## config.mk

```make
export PLATFORM = sky130hd
export DESIGN_NAME = multi_strobe_gen
export DESIGN_NICKNAME = d
export VERILOG_FILES = /design/src/rtl/multi_strobe_gen.sv
export SDC_FILE = /design/constraint.sdc
export NUM_CORES = 1
export LEC_CHECK = 0
export BUFFER_PORTS_ARGS = -buffer_cell sky130_fd_sc_hd__buf_2
export CAP_MARGIN = 0
export CORE_UTILIZATION = 40
export CTS_BUF_LIST = sky130_fd_sc_hd__clkbuf_2
export CTS_CLUSTER_SIZE = 28
export DETAILED_ROUTE_END_ITERATION = 8
export GPL_ROUTABILITY_DRIVEN = 0
export PLACE_DENSITY = 0.63
export SLEW_MARGIN = 10
export SYNTH_ARGS = -nofsm -noshare
export SYNTH_HDL_FRONTEND = slang
export SYNTH_SLANG_ARGS = --single-unit
```

## constraint.sdc

```tcl
create_clock -name Clock -period 2.1 [get_ports Clock]
set_input_delay 0.315 -clock Clock [delete_from_list [all_inputs] [get_ports Clock]]
set_output_delay 0.315 -clock Clock [all_outputs]
set_load 0.01 [all_outputs]
```

## src/rtl/multi_strobe_gen.sv

```systemverilog
// Multi-channel delayed-strobe generator: one event edge (or a per-channel software trigger)
// launches independent delay/width/polarity pulses, plus a one-cycle npiRst per event edge.
module multi_strobe_gen #(
   parameter int N_CH  = 4,
   parameter int CNT_W = 32
) (
   input  logic                  Clock,
   input  logic                  Reset,
   input  logic                  myEvent,
   input  logic [N_CH-1:0]       enable,
   input  logic [N_CH-1:0]       sw_trig,
   input  logic [N_CH*CNT_W-1:0] myDelay,
   input  logic [N_CH*CNT_W-1:0] myWidth,
   input  logic [N_CH-1:0]       polarity,
   input  logic                  clr_ovr,
   output logic [N_CH-1:0]       trigger,
   output logic [N_CH-1:0]       busy,
   output logic [N_CH-1:0]       overrun,
   output logic                  npiRst
);

   typedef enum logic [1:0] {IDLE, DELAY, PULSE} chState_t;

   logic            evtPrev;
   logic            evtEdgeQ;
   logic [N_CH-1:0] req;
   logic [N_CH-1:0] pulseActive;

   // evtPrev resets high so a level held across reset is not mistaken for an edge.
   always_ff @(posedge Clock) begin
      if (Reset) begin
         evtPrev  <= 1'b1;
         evtEdgeQ <= 1'b0;
         npiRst   <= 1'b0;
         req      <= '0;
      end else begin
         evtPrev  <= myEvent;
         evtEdgeQ <= myEvent & ~evtPrev;
         npiRst   <= evtEdgeQ;
         req      <= sw_trig | {N_CH{evtEdgeQ}};
      end
   end

   for (genvar i = 0; i < N_CH; i++) begin : gCh
      chState_t         state;
      logic [CNT_W-1:0] cnt;
      logic [CNT_W-1:0] widthQ;
      logic [CNT_W-1:0] dIn;
      logic [CNT_W-1:0] wIn;
      logic             accept;
      logic             busyQ;
      logic             pulseQ;
      logic             ovrQ;

      assign dIn    = myDelay[i*CNT_W +: CNT_W];
      assign wIn    = myWidth[i*CNT_W +: CNT_W];
      assign accept = req[i] & enable[i];

      always_ff @(posedge Clock) begin
         if (Reset) begin
            state  <= IDLE;
            cnt    <= '0;
            widthQ <= '0;
            busyQ  <= 1'b0;
            pulseQ <= 1'b0;
            ovrQ   <= 1'b0;
         end else begin
            if (accept && (state != IDLE))
               ovrQ <= 1'b1;
            else if (clr_ovr)
               ovrQ <= 1'b0;

            // cnt holds the cycles remaining in the current phase, so it only ever counts down.
            case (state)
               IDLE: begin
                  if (accept && (dIn != '0) && (wIn != '0)) begin
                     state  <= DELAY;
                     cnt    <= dIn;
                     widthQ <= wIn;
                     busyQ  <= 1'b1;
                  end
               end
               DELAY: begin
                  if (!enable[i]) begin
                     state <= IDLE;
                     cnt   <= '0;
                     busyQ <= 1'b0;
                  end else if (cnt == CNT_W'(1)) begin
                     state  <= PULSE;
                     cnt    <= widthQ;
                     pulseQ <= 1'b1;
                  end else begin
                     cnt <= cnt - CNT_W'(1);
                  end
               end
               PULSE: begin
                  if (!enable[i] || (cnt == CNT_W'(1))) begin
                     state  <= IDLE;
                     cnt    <= '0;
                     busyQ  <= 1'b0;
                     pulseQ <= 1'b0;
                  end else begin
                     cnt <= cnt - CNT_W'(1);
                  end
               end
               default: begin
                  state  <= IDLE;
                  cnt    <= '0;
                  busyQ  <= 1'b0;
                  pulseQ <= 1'b0;
               end
            endcase
         end
      end

      assign busy[i]        = busyQ;
      assign pulseActive[i] = pulseQ;
      assign overrun[i]     = ovrQ;
   end

   assign trigger = pulseActive ^ polarity;

endmodule

```

* After elaboration in Yosys (flattened, before gate mapping)
Index checks and enable logic that the tools add are counted.
** Storage, ports and cells
- Register bits after elaboration :: 283
- Bits of input ports :: 272
- Output and inout bits :: 13
- Word-level logic and storage cells :: 209
** Cells by class
- $add $sub $neg :: 4
- Eq/ne operators :: 36
- Mux-type cells :: 73
- Bitwise gates (word level) :: 12
- Reduce and logical (&&, ||, !) cells :: 56
** Operator list (count)
- 32-bit two-way mux :: 16
- 32-bit one-hot mux with 3 select lines :: 4
- 32-bit nonzero test :: 8
- 32-bit by 1-bit equality test with 1-bit output (second input constant) :: 4
- 32-bit by 1-bit subtractor with 32-bit output (second input constant) :: 4
- 2-bit != test (second input constant) :: 20
- 2-bit two-way mux :: 16
- 1-bit two-way mux :: 25
- 1-bit one-hot mux with 3 select lines :: 8
- 2-bit one-hot mux with 3 select lines :: 4
- 3-bit AND reduction :: 8
- 4-bit AND reduction :: 4
- 2-bit nonzero test :: 8
- 1-bit logical AND :: 12
- 3-bit != test (second input constant) :: 4
- 2-bit by 1-bit equality test with 1-bit output (second input constant) :: 4
- 2-bit equality test (second input constant) :: 4
- 2-bit logical NOT :: 4
- 2-bit AND reduction :: 4
- 1-bit bitwise AND :: 5
- 1-bit inverter :: 5
- 1-bit logical NOT :: 4
- 1-bit logical OR :: 4
- 4-bit OR :: 1
- 4-bit XOR :: 1

* Depth between registers and ports, before layout
- Word-level depth :: 5
- Mapped depth :: 11
- Depth with buffers taken out :: 9

* Least setup slack after synthesis
OpenSTA, ideal clock, no wires.
- Path type :: reg-to-reg
- From :: register gCh[3].cnt[0]
- To :: register gCh[3].cnt[18]
- Data arrival time :: 2.227 ns
- Required time :: 2.029 ns
- Path slack :: -0.198 ns
- Cell stages (with the launch flop) :: 10
- Path buffers :: 0
- Clock period less this slack :: 2.298 ns
- Path through :: dfxtp_1 > inv_1 > ha_1 > nor3b_1 > nand3_1 > or3_1 > or3_1 > nor3_1 > a21oi_1 > o2bb2ai_1
** Between the ends
- Cells in the longest elaborated chain, start to end :: 4
- Elaborated cells on any way between the ends :: 7
** RTL lines
- from (decl) :: line 46 : logic [CNT_W-1:0] cnt;
- from (signal assigned) :: line 78 : cnt <= dIn;
- from (signal assigned) :: line 90 : cnt <= widthQ;
- from (signal assigned) :: line 93 : cnt <= cnt - CNT_W'(1);
- 32-bit by 1-bit subtractor with 32-bit output or 32-bit by 1-bit equality test with 1-bit output (tied branches)
- 32-bit two-way mux or 1-bit logical OR (tied branches) :: line 88, 97
- 32-bit two-way mux, on equally long branches :: line 84, 97
- 32-bit one-hot mux with 3 select lines * :: line 74 : case (state)
Mark *: on every way between the ends. The rest lies on a longest branch, timed or not.
A chain may end at the register's enable or synchronous reset.

* Worst setup path after layout
- From :: register gCh[2].cnt[0]
- To :: register gCh[2].cnt[19]
** Between the ends
- Cells in the longest elaborated chain, start to end :: 4
- Elaborated cells on any way between the ends :: 7
** RTL lines (line)
- from (decl) :: 46
- from (signal assigned) :: 78
- from (signal assigned) :: 90
- from (signal assigned) :: 93
- 32-bit by 1-bit subtractor with 32-bit output or 32-bit by 1-bit equality test with 1-bit output (tied branches)
- 32-bit two-way mux or 1-bit logical OR (tied branches) :: 88, 97
- 32-bit two-way mux, on equally long branches :: 84, 97
- 32-bit one-hot mux with 3 select lines * :: 74
Marked as above.

==> flow_summary_export.csv <==
group,metric,value,unit
outcome,run_status,"finished with violations",
outcome,violations,"setup timing",
timing,tns,-13.47,ns
cts,clk_path_buf_depth,3,
pwr,switching_share,0.350,
synth,syn_nets,2088,
critical_path,cp_max_fo,5,
cts,cts_root_buf,"clkbuf_2",
die,ios,285,
critical_path,path_buf_inv,2,
job,cap_violations,0,
timing,hold_slack,0.0825,ns
cts,clock_latency,1.02,ns
cts,cts_tree,"built",
synth,synth_top_area_cell,"dfxtp_1",
final_layout,drive_gt1_frac,0.384,
synth,synth_cell_type_count,70,
critical_path,worstSetupEndpointType,"flip-flop",
drt,dr.pass1.iters,5,
pwr,max-vdd-ir-drop,515,uV
timing,setup_violations,110,
global_route,grt.total_usage,0.322,
pwr,power_frac_comb,0.316,
pwr,clockPowerShare,0.277,
timing,timing.final.crit_share,1.12,
final_layout,final_cell_mix,"buf_4 (311), buf_2 (283), dlygate4sd3_1 (273)",
final_layout,regArea,5690,sq um
critical_path,cpMaxStageDelayCell,"nor4_1",
drt,viasPerCell,5.85,
global_route,grt_first_pass_wirelength,98300,microns
critical_path,criticalPathCategory,"reg2reg",
final_layout,multi_input_area,9710,sq um
critical_path,path_cells,"buf_4 -> nor4_1 -> nand2_2 -> or4_4 -> buf_6 -> nor2_4 -> a221o_1 -> a32o_1",
synth,synthArstFlopShare,0,
worst_hold_path,hp-class,"in2reg",
drt,final_antenna_net_count,0,
timing,fmax,427,MHz
synth,synth_top_cell_area_share,0.380,
synth,ys_seq_area_frac,0.380,
die,fp-row-count,70,
synth,synth.ff_latch_count,283,
synth,synth.avg_cell_area,8.24,sq um
synth,synth_warnings,0,
pwr,p_sw,5.02,mW
timing,clock_skew,0.0585,ns
pwr,powerDensity,586,nW/um^2
cts,numCtsBuffers,80,
timing,hold_viol_final,0,
cts,htree_levels,3,
global_route,grt_pass1_vias,18771,
critical_path,cp_slowest_stage_delay,0.62,ns
placement,io_buffers,284,
final_layout,flow.area_growth_from_synthesis,64.3,%
global_route,grt_antenna_before_repair,5,
drt,detail_route.wl_per_cell,20.0,microns
die,die_height,195,microns
global_route,grt_overflow,0,
synth,synth_edf_count,0,
pwr,power.leakage,10.2,nW
final_layout,final_core_util,0.669,
placement,hpwl,39900,microns
drt,drtIter0Drc,1553,
synth,netlist_top_cells_area,"dfxtp_1 (38%), mux2i_1 (8.6%), nor2_1 (6.8%), o21ai_0 (4.1%), a21oi_1 (3.7%)",
global_route,grt_max_degree,57,
timing,tightest_slew,0.695,ns
drt,vias,18905,
synth,synth_ff_type,"dfxtp_1",
die,coreArea,36600,sq um
final_layout,nFillCells,2821,
drt,totalWireLength,64700,microns
critical_path,crit_required,3.03,ns
timing,slew_headroom,0.532,
synth,synthCells,1808,
final_layout,nets,2985,
cts,clk_transition_reported_paths,0.10,ns
final_layout,final_common_cell,"buf_4",
critical_path,crit_path_start_kind,"flip-flop",
timing,rsz0062_at_grt,"yes",
timing,slew_viol_final,0,
timing,fin_ws,-0.242,ns
die,fp.dieW,195,microns
die,die_area,38000,sq um
timing,min_period,2.34,ns
die,start_util,0.407,
synth,syn_area,14900,sq um
pwr,p_seq_frac,0.407,
critical_path,crit_family,"simple AND/OR/NAND/NOR gates",
cts,cts_num_sinks,283,
pwr,power.internal,9.33,mW
drt,drcViolationCount,0,
critical_path,cp.arrival,3.28,ns
## power groups by stage
stage	clock, mW	combinational (mW)	sequential (mW)
2_1_floorplan	0	1.78	5.89
3_3_place_gp	0	3.32	5.91
3_5_place_dp	0	3.36	5.92
4_1_cts	4.05	4.10	5.81
5_1_grt	4.32	4.81	5.86
6_report	3.98	4.54	5.84
## cell type report
type	instances	area share
Clock buffer	114	0.0233
Tap cell	468	0.0239
Multi-Input combinational cell	1352	0.397
Inverter	42	0.00644
Sequential cell	283	0.232
Antenna cell	4	0.000409
Clock inverter	22	0.00348
Timing Repair Buffer	946	0.313
## stage by stage
stage	power, mW	setup WS [ns]	cells	instance area [sq um]
floorplan	7.67	-0.169	1808	15200
global placement	9.24	-0.259	2744	19100
detailed placement	9.28	-0.254	2744	19100
CTS	14.0	-0.150	3201	23600
global route	15.0	-0.308	3231	24500
finish	14.3	-0.242	3231	24500
## layer usage
metal / vias up / share of wire / global-route usage
met1: 8908 / 0.40 / 0.391
met4: 2 / 0.052 / 0.162
li1: 8646 / - / -
met5: - / 0.00015 / 0
met2: 1053 / 0.47 / 0.541
met3: 296 / 0.081 / 0.0660
## synth_stat cells, types with 6 or more instances
cell,number
a32o_1,16
xor2_1,10
a31oi_1,15
a22o_1,30
or3_1,26
ha_1,8
nor2_1,269
clkbuf_1,79
a31o_2,8
or4_1,11
a22oi_1,40
a221oi_1,43
nor3_1,66
nand4_1,30
o31ai_1,12
o32ai_1,21
o211ai_1,21
o2bb2ai_1,19
and3_1,11
nor3b_1,8
o21ai_0,123
mux2i_1,128
o21ai_1,14
nand2_1,82
a21oi_1,109
dfxtp_1,283
o21a_1,11
o31a_1,10
and4_1,7
a21o_1,6
nand3_1,27
o22ai_1,8
and2_1,25
buf_4,18
inv_1,42
nor4_1,76
buf_2,27
## registers in the layout, summed over array words and instances, names as in the netlist, 4 cells and up
signal	count
req	4
gCh.cnt	128
gCh.ovrQ	4
gCh.busyQ	4
gCh.widthQ	128
gCh.state	8
gCh.pulseQ	4
## worst paths after layout
kind                                    from                          end  slack [ns]  depth (start not counted)
setup / recovery  gCh[2].cnt[0]$_SDFFE_PP0P_  gCh[2].cnt[19]$_SDFFE_PP0P_       -0.24                          8
hold / removal                       myEvent           evtPrev$_SDFF_PP1_        0.08                          3
setup reg to reg  gCh[2].cnt[0]$_SDFFE_PP0P_  gCh[2].cnt[19]$_SDFFE_PP0P_       -0.24                          8
hold reg to reg           evtPrev$_SDFF_PP1_          evtEdgeQ$_SDFF_PP0_        0.39                          1
## logic make-up after synthesis
group / synth area share
simple gates: 0.224
compound gates: 0.241
flops: 0.380
buf+inv: 0.0524
mux: 0.0867
xor+xnor: 0.00882
fa+ha+maj: 0.00672
## tightest hold or removal path: stages
cell and delay [ns]:
dlygate4sd3_1 0.52, buf_2 0.10, or2_2 0.09
## what timing repair did
action,in CTS,in global routing
gates cloned,6,5
buffers inserted,43,28
endpoints found under the setup margin,131,138
resized for setup,190,172
endpoints found under the hold margin,283,0
hold buffers,273,0
pin swaps,86,91
No activity file was read; power rests on OpenSTA's default activity.
